## src/rtl/k2_rom_pkg.sv

```systemverilog
// Shared types and sizes for the K2 program-ROM fetch sequencer.
// Holds the ROM geometry and the sequencer state encoding.
package k2_rom_pkg;

    localparam int ROM_AW   = 4;
    localparam int ROM_DW   = 8;
    localparam int ROM_LAST = 8;

    typedef enum logic [2:0] {
        S_IDLE  = 3'd0,
        S_FETCH = 3'd1,
        S_HOLD  = 3'd2,
        S_DONE  = 3'd3,
        S_FAULT = 3'd4
    } seq_state_e;

endpackage

```

## src/rtl/rom_addr_gen.sv

```systemverilog
// Next-fetch address selection and range qualification
// for the program-ROM sequencer.
module rom_addr_gen #(
    parameter int AW        = 4,
    parameter int LAST_ADDR = 8
) (
    input  logic [AW-1:0] pc_i,
    input  logic          jump_en_i,
    input  logic [AW-1:0] jump_target_i,
    output logic [AW-1:0] next_o,
    output logic          last_o,
    output logic          oor_o
);

    localparam logic [AW-1:0] LAST = AW'(LAST_ADDR);

    always_comb begin
        next_o = jump_en_i ? jump_target_i : pc_i + AW'(1);
        // A taken jump on the last word is a redirect, not program end
        last_o = (pc_i == LAST) && !jump_en_i;
        oor_o  = next_o > LAST;
    end

endmodule

```

## src/rtl/rom_fetch_sequencer.sv

```systemverilog
// Walks the program ROM, registers each word and offers it
// downstream on a valid/ready handshake with jump and fault support.
module rom_fetch_sequencer
    import k2_rom_pkg::*;
#(
    parameter int AW        = ROM_AW,
    parameter int DW        = ROM_DW,
    parameter int LAST_ADDR = ROM_LAST
) (
    input  logic          clk,
    input  logic          rst_n,
    input  logic          start,
    input  logic          abort,
    output logic [AW-1:0] rom_addr,
    input  logic [DW-1:0] rom_data,
    output logic [DW-1:0] instr,
    output logic          instr_valid,
    input  logic          instr_ready,
    input  logic          jump_en,
    input  logic [AW-1:0] jump_target,
    output logic [AW-1:0] pc,
    output logic          busy,
    output logic          done,
    output logic          fault
);

    seq_state_e    state_q, state_d;
    logic [AW-1:0] pc_q, pc_d;
    logic [AW-1:0] faddr_q, faddr_d;
    logic [DW-1:0] instr_q, instr_d;
    logic          valid_q, valid_d;

    logic [AW-1:0] next_addr;
    logic          at_last;
    logic          out_of_range;

    rom_addr_gen #(
        .AW        (AW),
        .LAST_ADDR (LAST_ADDR)
    ) u_addr_gen (
        .pc_i          (pc_q),
        .jump_en_i     (jump_en),
        .jump_target_i (jump_target),
        .next_o        (next_addr),
        .last_o        (at_last),
        .oor_o         (out_of_range)
    );

    always_ff @(posedge clk) begin
        if (!rst_n) begin
            state_q <= S_IDLE;
            pc_q    <= '0;
            faddr_q <= '0;
            instr_q <= '0;
            valid_q <= 1'b0;
        end else begin
            state_q <= state_d;
            pc_q    <= pc_d;
            faddr_q <= faddr_d;
            instr_q <= instr_d;
            valid_q <= valid_d;
        end
    end

    always_comb begin
        state_d = state_q;
        pc_d    = pc_q;
        faddr_d = faddr_q;
        instr_d = instr_q;
        valid_d = valid_q;
        if (abort) begin
            state_d = S_IDLE;
            valid_d = 1'b0;
        end else begin
            unique case (state_q)
                S_IDLE, S_DONE, S_FAULT: begin
                    if (start) begin
                        state_d = S_FETCH;
                        faddr_d = '0;
                    end
                end
                S_FETCH: begin
                    instr_d = rom_data;
                    pc_d    = faddr_q;
                    valid_d = 1'b1;
                    state_d = S_HOLD;
                end
                S_HOLD: begin
                    if (valid_q && instr_ready) begin
                        valid_d = 1'b0;
                        if (at_last) begin
                            state_d = S_DONE;
                        end else if (out_of_range) begin
                            state_d = S_FAULT;
                        end else begin
                            state_d = S_FETCH;
                            faddr_d = next_addr;
                        end
                    end
                end
                default: begin
                    state_d = S_IDLE;
                    valid_d = 1'b0;
                end
            endcase
        end
    end

    // faddr_q is only ever loaded with an in-range address
    assign rom_addr    = (state_q == S_FETCH) ? faddr_q : '0;
    assign instr       = instr_q;
    assign instr_valid = valid_q;
    assign pc          = pc_q;
    assign busy        = (state_q == S_FETCH) || (state_q == S_HOLD);
    assign done        = (state_q == S_DONE);
    assign fault       = (state_q == S_FAULT);

endmodule

```

## config.mk

```make
export PLATFORM = sky130hd
export DESIGN_NAME = rom_fetch_sequencer
export DESIGN_NICKNAME = d
export VERILOG_FILES = /design/src/rtl/k2_rom_pkg.sv /design/src/rtl/rom_addr_gen.sv /design/src/rtl/rom_fetch_sequencer.sv
export SDC_FILE = /design/constraint.sdc
export NUM_CORES = 1
export LEC_CHECK = 0
export CORE_UTILIZATION = 42
export CTS_BUF_LIST = sky130_fd_sc_hd__clkbuf_4 sky130_fd_sc_hd__clkbuf_8
export DETAILED_ROUTE_END_ITERATION = 12
export PLACE_DENSITY_LB_ADDON = 0.12
export SETUP_SLACK_MARGIN = 0.1
export SYNTH_ARGS = -nofsm -noshare
export SYNTH_HDL_FRONTEND = slang
export SYNTH_SLANG_ARGS = --single-unit
export TNS_END_PERCENT = 50
```

## constraint.sdc

```tcl
create_clock -name clk -period 1.8 [get_ports clk]
set_input_delay 0.18 -clock clk [delete_from_list [all_inputs] [get_ports clk]]
set_output_delay 0.18 -clock clk [all_outputs]
set_load 0.02 [all_outputs]
```

======== Yosys cells after proc, flatten, opt, wreduce, memory -nomap -nowiden ========
Index checks and enable logic that the tools add are counted.
Widths: inputs -> output; s select.
operators by class
  add/subtract/negate cells ............... 1
  $lt $le $gt $ge ......................... 1
  equality and inequality tests ........... 9
  mux-type cells .......................... 14
  bitwise logic cells ..................... 3
  reduce and logical (&&, ||, !) cells .... 12
operators by type and width
  kind                 number
  $mux 4               6
  $mux 3               4
  $pmux 3 s3           1
  $ne 2x2->1 const B   4
  $pmux 4 s2           1
  $eq 3x2->1 const B   2
  $reduce_and 2->1     3
  $reduce_and 6->1     1
  $add 4x1->4 const B  1
  $eq 4x4->1 const B   1
  $gt 4x4->1 const B   1
  $eq 3x1->1 const B   1
  $eq 3x3->1 const B   1
  $logic_not 3->1      1
  $not 1->1            3
  $pmux 1 s3           1
  $reduce_or 3->1      1
  $logic_and 1x1->1    2
  $reduce_bool 2->1    1
  $reduce_or 2->1      1
  $logic_not 1->1      1
  $logic_or 1x1->1     1
  $mux 1               1
word-level totals
  register bits ........................... 20
  input port bits ......................... 18
  output and inout port bits .............. 20
  word-level logic and storage cells ...... 45

======== Depth between registers and ports, before layout ========
  word-level depth ........................ 7
  mapped depth ............................ 7
  depth with buffers taken out ............ 7

======== Cells and area by module ========
Synthesis repeated with hierarchy kept, for this count alone.
unflattened totals
  cell total of the unflattened synthesis .. 134
  area, all modules ....................... 1149.9 um^2
modules (own cells, without submodules)
  module               instances  cells an instance  area an instance (um^2)  sequential area each (um^2)
  rom_fetch_sequencer  1          114                1003.5                   400.4
  rom_addr_gen         1          20                 146.4                    0.0

======== Worst setup path after synthesis ========
No wires, ideal clock.
  path type ............................... reg2reg
  start point ............................. reg pc_q[0], in the netlist pc[0]
  end point ............................... reg faddr_q[2]
  setup time .............................. 0.123 ns
  arrival ................................. 1.753 ns
  required time ........................... 1.677 ns
  setup slack ............................. -0.076 ns
  stages on the path, launching flop included .. 7
  buffers on the path ..................... 0
  period minus slack after synthesis ...... 1.876 ns
  path through ............................ dfxtp_1 > inv_1 > ha_1 > o41ai_2 > nor4bb_4 > nand3b_4 > mux2i_1
on the way
  word-level cells in the longest chain between the ends .. 6
  elaborated cells on any way between the ends .. 12
  those cells by class .................... add/sub: 1; order compare: 1; eq/ne: 3; mux: 5; reduce/logical: 2
ends and longest elaborated chain
  item                                                                 RTL line                   source
  start, declared                                                      rom_fetch_sequencer.sv:28  logic [AW-1:0] pc_q, pc_d;
  start signal, assigned                                               rom_fetch_sequencer.sv:58  pc_q <= pc_d;
  parallel branches: the longest is 6 deep, another holds $add 4x1->4  n/a
  end signal, assigned                                                 rom_fetch_sequencer.sv:59  faddr_q <= faddr_d;
  end, declared                                                        rom_fetch_sequencer.sv:29  logic [AW-1:0] faddr_q, faddr_d;
Parallel ways; which one is timed is not known. The select of a mux whose other input is x is not followed.
A chain may end at the register's enable or synchronous reset.

======== Final worst setup path ========
Ends and elaborated chain as after synthesis.

==> flow_summary.toml <==
[outcome]
outcome = "completed"

[setup_path]
required_ps = 1990
endpoint_kind = "register"
worstPathMaxFanout = 7
reg2reg_setup_slack_ps = 170
worstPathArrival_ps = 1820
critPathKind = "register to register"
crit_path_start_kind = "register"

[synth]
ys_ff_latch = 20
yosysMostFrequentCell = "nand2_1"
syn_area_sq_um = 1110
synth_nets = 157
synthTopCellsByArea = "dfxtp_1 36%, nand2_1 10%, a21oi_1 7.2%"
netlist.area_leader.share_pct = 36.2
syn_avg_cell_area_sq_um = 8.08
synth_cells = 137
synthArstFlopShare_pct = 0
yosys_warnings = 0
ys.flop_type = "dfxtp_1"
synth_cell_type_count = 43
yosysTopAreaCell = "dfxtp_1"
synth-seq-area-share_pct = 36.2
synth_edf_count = 0
synth_common_cells = "30 x nand2_1, 20 x dfxtp_1, 16 x a21oi_1, 5 x and2_1, 5 x nor2_1"

[grt]
grt_max_degree = 14
grt_pass1_wl_um = 4220
grt_usage_pct = 20.3
grt.overflow.total = 0
antenna_found_initial = 0
grt_pass1_vias = 948

[timing]
fin_ws_ps = 170
hold_viol = 0
min_period_ps = 1630
holdWs_ps = 423
tightestPinTransition_ps = 593
setup_viol_count_final = 0
rsz0062_at_grt = "true"
fmax_mhz = 613
maxSlewViolCount = 0
relSlewSlack_pct = 60.1
fin_skew_ps = 2.18
finalSetupTns_ps = 0
post-route-period-util_pct = 90.6

[placed_design]
dp.cells = 203
gp_congestion = 0.890
detailedPlace.worstSlack_ps = -31.1
dpl.hpwl_um = 1950
io_buffers = 37
placed_area_sq_um = 1550

[run]
drv_cap = 0

[floorplanning]
die_h_um = 53.3
fp.coreArea_sq_um = 2480
dieArea_sq_um = 2850
io_pins = 38
start_util_pct = 44.7
rows = 18
die_w_um = 53.3

[route]
routed_wl_um = 2640
via_per_inst = 5.15
firstDrtPassIters = 4
antenna_left = 0
route.detailed.drc = 0
routedWlPerCell_um = 12.6
num_vias = 1077
drt_iter0_drc = 17

[final_layout]
final_nets = 200
n_antenna_cell = 0
nFillCells = 214
final_core_util_pct = 65.8
drive_gt1_share_pct = 20.7
final_cells = 209
syn_to_final_growth_pct = 47.2
stdcell_area_sq_um = 1630

[clock_network]
cts_tree = "done"
cts_made_buffers = 3
postCtsHoldBufs = 0
ctsHtreeMaxLevel = 1
clk_latency_ps = 290
path_clk_slew_ps = 110
cts-root-buf = "clkbuf_4"
clock_sinks = 20
cts.path.max_buffers = 2

[power]
power_mw = 0.848
ir_worst_vdd_v = 0.000556
powerDensity_nw_per_um2 = 520
leakage_nw = 0.645

[worst_hold_path]
holdCritPathClass = "input port to register"
-- metal layers --
metal | vias to the layer above | share of wire [%] | track usage (%)
met1 | 494 | 47 | 27.7
met2 | 26 | 49 | 32.1
li1 | 557 | - | -
met3 | 0 | 3.9 | 5.46
met4 | 0 | 0 | 2.63
met5 | - | 0 | 0
-- cells by family after synthesis --
family	synth area share, %
mux	3.73
xor+xnor	0.791
compound gates	18.3
buf+inv	5.31
fa+ha+maj	2.26
simple gates	33.4
flops	36.2
-- cells in the final DEF, fill, tap and decap left out, drive strengths merged, types with 2 or more instances in the layout --
cell type / n
nand2b: 4
o21ai: 4
nor2: 6
nand3: 4
nor3: 3
ha: 2
or3: 2
dfxtp: 20
buf: 9
a21o: 2
mux2i: 3
clkdlybuf4s50: 30
nor2b: 2
and2: 5
or2b: 2
inv: 4
nand2: 30
a21oi: 17
clkbuf: 9
-- power breakdown --
group / internal, mW / switching, mW / leakage [nW] / total [mW]
registers: 0.447 / 0.00575 / 0.165 / 0.452
logic: 0.0762 / 0.0645 / 0.459 / 0.141
clock network: 0.123 / 0.131 / 0.0210 / 0.255
-- registers in the layout (all words and copies together) (netlist names) --
name	count
faddr_q	4
instr_valid	1
state_q	3
pc	4
instr	8
-- layout make-up --
class                   count  area (sq um)  share of cell area (%)
clock buffers               4          36.3                    2.23
repair buffers             46           414                    25.4
flip-flops and latches     20           412                    25.2
inverters                   4          17.5                    1.07
well taps                  30          37.5                    2.30
multi-input cells         105           713                    43.7
-- worst paths after layout --
check,from,end,depth (start not counted)
hold / removal,rom_data[4],instr[4],3
setup reg to reg,pc[0],faddr_q[2],6
hold reg to reg,instr[7],instr[7],2
setup / recovery,pc[0],faddr_q[2],6
-- worst max-delay path: stages (launching register included) --
cell and delay, ps:
dfxtp_4 430, inv_4 60, ha_4 240, o41ai_4 380, nor4bb_4 90, nand3b_4 190, mux2i_1 130
-- timing repair --
| action | CTS | global route |
|---|---|---|
| endpoints found under the setup margin | 10 | 12 |
| gates resized for setup | 13 | 17 |
| pin swaps | 0 | 3 |
| gates cloned | 0 | 0 |
| buffers inserted | 0 | 2 |
No activity file was read; power rests on OpenSTA's default activity.
